**config.mk**
```make
export PLATFORM = sky130hd
export DESIGN_NAME = seq_sched
export DESIGN_NICKNAME = d
export VERILOG_FILES = /design/src/rtl/seq_sched.sv
export SDC_FILE = /design/constraint.sdc
export NUM_CORES = 1
export LEC_CHECK = 0
export ABC_AREA = 1
export ABC_CLOCK_PERIOD_IN_PS = 2800
export CAP_MARGIN = 10
export CELL_PAD_IN_SITES_DETAIL_PLACEMENT = 1
export CELL_PAD_IN_SITES_GLOBAL_PLACEMENT = 1
export CORE_MARGIN = 2
export CORE_UTILIZATION = 39
export DETAILED_ROUTE_END_ITERATION = 8
export PLACE_DENSITY_LB_ADDON = 0.3
export SLEW_MARGIN = 20
export SYNTH_ARGS = -nofsm -noshare
export SYNTH_HDL_FRONTEND = slang
export SYNTH_SLANG_ARGS = --single-unit
export TNS_END_PERCENT = 20
```
**constraint.sdc**
```tcl
create_clock -name clk_i -period 2.8 [get_ports clk_i]
set_input_delay 0.7 -clock clk_i [delete_from_list [all_inputs] [get_ports clk_i]]
set_output_delay 0.7 -clock clk_i [all_outputs]
set_load 0.1 [all_outputs]
```
**src/rtl/seq_sched.sv**
```systemverilog
// seq_sched: round-robin scheduler that streams a granted LEN-bit word LSB-first into a shared Mealy detector and counts its hits.
// Optional `SEQ_SCHED_FIRST_HIT_EN adds first_pos_o, the index of the first hit (LEN if none).
module seq_sched #(
    parameter int LEN = 16,
    parameter int CW  = 7
) (
    input  logic            clk_i,
    input  logic            rst_ni,
    input  logic [1:0]      req_i,
    input  logic [LEN-1:0]  data0_i,
    input  logic [LEN-1:0]  data1_i,
    input  logic            det_outp_i,
    output logic [1:0]      gnt_o,
    output logic            busy_o,
    output logic            det_clr_o,
    output logic            det_inp_o,
    output logic            done_o,
`ifdef SEQ_SCHED_FIRST_HIT_EN
    output logic [CW-1:0]   first_pos_o,
`endif
    output logic [CW-1:0]   count_o
);

    typedef enum logic [1:0] {IDLE, CLR, SHIFT, DONE} state_t;

    localparam logic [CW-1:0] LAST_K = CW'(LEN - 1);
    localparam logic [CW-1:0] NO_HIT = CW'(LEN);
    localparam logic [CW-1:0] ONE    = CW'(1);

    state_t         state_q;
    logic [LEN-1:0] sh_q;
    logic [CW-1:0]  kcnt_q;
    logic [CW-1:0]  match_q;
    logic [CW-1:0]  count_q;
    logic [1:0]     gnt_q;
    logic           busy_q;
    logic           det_clr_q;
    logic           done_q;
    logic           last_q;
    logic           win_d;
    logic [CW-1:0]  match_d;
`ifdef SEQ_SCHED_FIRST_HIT_EN
    logic [CW-1:0]  first_q;
    logic [CW-1:0]  first_pos_q;
    logic [CW-1:0]  first_d;
`endif

    // win_d = 1 selects requester 1; ties go to whoever was not served last
    always_comb begin
        win_d = 1'b0;
        case (req_i)
            2'b10:   win_d = 1'b1;
            2'b11:   win_d = ~last_q;
            default: win_d = 1'b0;
        endcase
        match_d = det_outp_i ? (match_q + ONE) : match_q;
`ifdef SEQ_SCHED_FIRST_HIT_EN
        first_d = (det_outp_i && (first_q == NO_HIT)) ? kcnt_q : first_q;
`endif
    end

    always_ff @(posedge clk_i or negedge rst_ni) begin
        if (!rst_ni) begin
            state_q     <= IDLE;
            sh_q        <= '0;
            kcnt_q      <= '0;
            match_q     <= '0;
            count_q     <= '0;
            gnt_q       <= 2'b00;
            busy_q      <= 1'b0;
            det_clr_q   <= 1'b0;
            done_q      <= 1'b0;
            last_q      <= 1'b1;
`ifdef SEQ_SCHED_FIRST_HIT_EN
            first_q     <= '0;
            first_pos_q <= '0;
`endif
        end else begin
            case (state_q)
                IDLE: begin
                    if (req_i != 2'b00) begin
                        state_q   <= CLR;
                        sh_q      <= win_d ? data1_i : data0_i;
                        gnt_q     <= win_d ? 2'b10 : 2'b01;
                        match_q   <= '0;
                        kcnt_q    <= '0;
                        busy_q    <= 1'b1;
                        det_clr_q <= 1'b1;
`ifdef SEQ_SCHED_FIRST_HIT_EN
                        first_q   <= NO_HIT;
`endif
                    end
                end
                CLR: begin
                    state_q   <= SHIFT;
                    det_clr_q <= 1'b0;
                end
                SHIFT: begin
                    match_q <= match_d;
                    sh_q    <= sh_q >> 1;
`ifdef SEQ_SCHED_FIRST_HIT_EN
                    first_q <= first_d;
`endif
                    // the last bit's hit is folded in directly so count is valid with done
                    if (kcnt_q == LAST_K) begin
                        state_q     <= DONE;
                        done_q      <= 1'b1;
                        count_q     <= match_d;
`ifdef SEQ_SCHED_FIRST_HIT_EN
                        first_pos_q <= first_d;
`endif
                    end else begin
                        kcnt_q <= kcnt_q + ONE;
                    end
                end
                DONE: begin
                    state_q <= IDLE;
                    done_q  <= 1'b0;
                    busy_q  <= 1'b0;
                    gnt_q   <= 2'b00;
                    last_q  <= gnt_q[1];
                end
                default: state_q <= IDLE;
            endcase
        end
    end

    assign det_inp_o   = (state_q == SHIFT) & sh_q[0];
    assign gnt_o       = gnt_q;
    assign busy_o      = busy_q;
    assign det_clr_o   = det_clr_q;
    assign done_o      = done_q;
    assign count_o     = count_q;
`ifdef SEQ_SCHED_FIRST_HIT_EN
    assign first_pos_o = first_pos_q;
`endif

endmodule
```
==> flow_metrics.env <==
export IMPL_asyncSetResetFlopFracSynth_pct=100
export IMPL_synthFlopType="sky130_fd_sc_hd__dfrtp_1"
export IMPL_worstSetupEndpointType="output port"
export IMPL_reg2reg_setup_slack_ns=0.78
export IMPL_vdd_ir_drop_max_v=0.000380
export IMPL_inserted_diodes=0
export IMPL_netlist_area_mm2=0.00241
export IMPL_cp_cell_sequence="inv_1, ha_1, nand2_1, inv_1, buf_12"
export IMPL_synth_largest_type_area_fraction_pct=45.7
export IMPL_drt_first_pass_iters=4
export IMPL_number_of_cts_inserted_buffers=5
export IMPL_die_width_um=82.6
export IMPL_totalNegativeSetupSlack_ns=0
export IMPL_synth_top_area_cell="sky130_fd_sc_hd__dfrtp_1"
export IMPL_synth_most_common_cell="sky130_fd_sc_hd__nand2_1"
export IMPL_design_portCount=50
export IMPL_global_route_usage_met2_pct=35.4
export IMPL_grt_start_max_net_pins=26
export IMPL_critical_path_class="flip-flop to output port"
export IMPL_final_net_count=422
export IMPL_post_drt_wl_per_cell_um=13.0
export IMPL_portBuffers=49
export IMPL_ys_seq_elements=45
export IMPL_clock_tree_buf_depth=2
export IMPL_drive_gt1_share_pct=10.0
export IMPL_grt_pass1_wl_um=10400
export IMPL_crit_required_ns=2.10
export IMPL_synth_enable_flop_cells=0
export IMPL_initialDrtViolationCount=67
export IMPL_grt_setup_unrepaired="false"
export IMPL_synthDistinctLibCells=24
export IMPL_crit_slowest_cell="sky130_fd_sc_hd__dfrtp_1"
export IMPL_area_growth_synth_to_final_pct=26.9
export IMPL_global_route_usage_met3_pct=4.24
export IMPL_slew_limit_headroom_pct=55.9
export IMPL_row_count=28
export IMPL_final_max_slew_viol_count=0
export IMPL_post_route_min_period_ns=2.07
export IMPL_height_of_the_chip_um=82.6
export IMPL_synth_yosys_seq_area_share_pct=46.8
export IMPL_critical_path_max_stage_delay_ns=0.43
export IMPL_fp_coreArea_mm2=0.00596
export IMPL_syn_nets=371
export IMPL_layout_worst_path_cycle_share_pct=74.0
export IMPL_grt_total_usage_pct=19.8
export IMPL_clockRootBuffer="sky130_fd_sc_hd__clkbuf_8"
export IMPL_setup_viol=0
export IMPL_power_total_uw=2660
export IMPL_timing_critical_path_fanout_max=4
export IMPL_dp_hpwl_um=4520
export IMPL_clock_skew_ns=0.00859
export IMPL_worstHoldPathType="input port to asynchronous set/reset pin"
export IMPL_post_synth_main_area_contributors="sky130_fd_sc_hd__dfrtp_1 46%, sky130_fd_sc_hd__nand2_1 25%, sky130_fd_sc_hd__nand3_1 5.2%"
export IMPL_yosysWarnings=0
export IMPL_pwr_density_cell_mw_per_mm2=869
export IMPL_insertion_delay_ns=0.30
export IMPL_critPathTopFamily="flip-flops"
export IMPL_synthesized_netlist_cell_count=327
export IMPL_hold_worst_slack_ns=0.350
export IMPL_cts_resized=0
export IMPL_worst_path_stages=5
export IMPL_crit_start="state_q[0]$_DFFE_PN0P_"
export IMPL_transition_time_of_the_tightest_slew_check_pin_ns=0.658
export IMPL_cts_htree_levels=2
export IMPL_post_cts_hold_buffer_count=0
export IMPL_worst_r2r_endpoint="sh_q[14]$_DFFE_PN0P_"
export IMPL_grt_antenna_before_repair=0
export IMPL_fp_dieArea_mm2=0.00682
export IMPL_cp_data_arrival_time_ns=1.37
export IMPL_worst_r2r_path_depth=7
export IMPL_num_vias=2201
export IMPL_overflow=0
export IMPL_p_leak_uw=0.00154
export IMPL_crit_path_frequent_cell="sky130_fd_sc_hd__inv_1"
export IMPL_vias_in_the_first_global_route=2338
export IMPL_global_route_usage_met1_pct=24.4
export IMPL_cap_violations=0
export IMPL_clk_transition_reported_paths_ns=0.08
export IMPL_globalplace_congestion=0.813
export IMPL_nFillCells=773
export IMPL_drtAntennaViolNets=0
export IMPL_worst_setup_path_end="det_inp_o"
export IMPL_worst_path_buf_inv=3
export IMPL_grt_most_used_layer="met2"
export IMPL_finalWirelength_um=5900
export IMPL_crit_path_start_kind="flip-flop"
export IMPL_initial_core_util_pct=40.5
export IMPL_number_of_sinks_on_the_clock_net=45
export IMPL_detail_route_drc_violations=0
export IMPL_synth_top_cells_by_count="159 x sky130_fd_sc_hd__nand2_1, 44 x sky130_fd_sc_hd__dfrtp_1, 26 x sky130_fd_sc_hd__inv_1, 25 x sky130_fd_sc_hd__nand3_1, 13 x sky130_fd_sc_hd__o21ai_0"
export IMPL_synth_avg_cell_area_um2=7.37
export IMPL_post_cts_buffers=0
export IMPL_timing_rr_start="state_q[0]$_DFFE_PN0P_"
export IMPL_fmax_mhz=483
export IMPL_avgViaCountPerCell=4.85
export IMPL_status="finished, final reports clean"
export IMPL_hold_viol=0
export IMPL_tritoncts="done"
-- cell families (layout without fill, tap and decap cells) --
family                     after synthesis  count (layout)  synth area share, %
and+or+nand+nor                        201             201                 33.9
AOI/OAI and AO/OA                       33              33                 7.74
buffers and inverters                   38              90                 6.91
xor gates and xnor gates                 3               3                 1.09
DFF                                     45              45                 46.8
adders and majority gates                7               7                 3.63
-- worst min path at each step --
stage / to / startpoint
2_1_floorplan: busy_o$_DFFE_PN0P_ / rst_ni
3_3_place_gp: count_o[4]$_DFFE_PN0P_ / count_o[4]$_DFFE_PN0P_
3_5_place_dp: count_o[6]$_DFFE_PN0P_ / count_o[6]$_DFFE_PN0P_
4_1_cts: kcnt_q[0]$_DFFE_PN0P_ / rst_ni
5_1_grt: kcnt_q[2]$_DFFE_PN0P_ / rst_ni
6_report: kcnt_q[0]$_DFFE_PN0P_ / rst_ni
-- layout make-up --
class	count	area, µm²	area share (%)
clock buffer	7	86.3	2.82
sequential	45	1130	36.9
tap	75	93.8	3.07
inverter	29	109	3.56
clock inverter	1	30.0	0.982
multi-input combinational	244	1120	36.5
timing repair buffer	53	495	16.2
-- per-layer routing --
metal | vias to the layer above | part of all wire [%] | routed length [µm]
met5 | - | 0 | 0
met2 | 42 | 50 | 2920
met4 | 0 | 0.86 | 51
met1 | 1033 | 46 | 2720
li1 | 1122 | - | -
met3 | 4 | 3.4 | 200
-- flip-flops by register name, indices dropped and copies added (netlist names), 2 cells and up --
name and cells:
sh_q 16, count_o 7, kcnt_q 7, match_q 7, gnt_o 2, state_q 2
-- metrics by stage --
| stage | setup slack [ns] | cell area (µm²) | std cells | util [%] |
|---|---|---|---|---|
| after floorplan | 0.493 | 2410 | 327 | - |
| after global placement | 0.504 | 2940 | 446 | 49.4 |
| after detailed placement | 0.444 | 2940 | 446 | 49.4 |
| after CTS | 0.722 | 3060 | 454 | 51.3 |
| after global routing | 0.573 | 3060 | 454 | 51.3 |
| final | 0.728 | 3060 | 454 | 51.3 |
-- power by group --
group / leakage (µW) / switching [µW] / total (µW) / internal [µW]
clock: 0.0000585 / 218 / 509 / 291
sequential: 0.000558 / 116 / 947 / 831
combinational: 0.000923 / 827 / 1200 / 374
-- cell usage in the layout, fill, tap and decap left out, types with 3 or more instances in the layout --
| master | count |
|---|---|
| sky130_fd_sc_hd__nand2_1 | 159 |
| sky130_fd_sc_hd__buf_4 | 16 |
| sky130_fd_sc_hd__ha_1 | 7 |
| sky130_fd_sc_hd__o22ai_1 | 5 |
| sky130_fd_sc_hd__o21ai_0 | 12 |
| sky130_fd_sc_hd__inv_1 | 26 |
| sky130_fd_sc_hd__dfrtp_1 | 44 |
| sky130_fd_sc_hd__clkbuf_8 | 6 |
| sky130_fd_sc_hd__nor2_1 | 8 |
| sky130_fd_sc_hd__o21ai_1 | 10 |
| sky130_fd_sc_hd__nand3_1 | 25 |
| sky130_fd_sc_hd__clkdlybuf4s50_1 | 35 |
| sky130_fd_sc_hd__inv_2 | 3 |
| sky130_fd_sc_hd__xor2_1 | 3 |
-- worst register-to-register path: cells and delay by family, from the launching register on --
kind            cells  cell delay [ns]
flops               1             0.42
simple gates        1             0.06
buf+inv             3             0.60
compound gates      2             0.63
fa+ha+maj           1             0.23
Power figures use the tool's default switching activity.
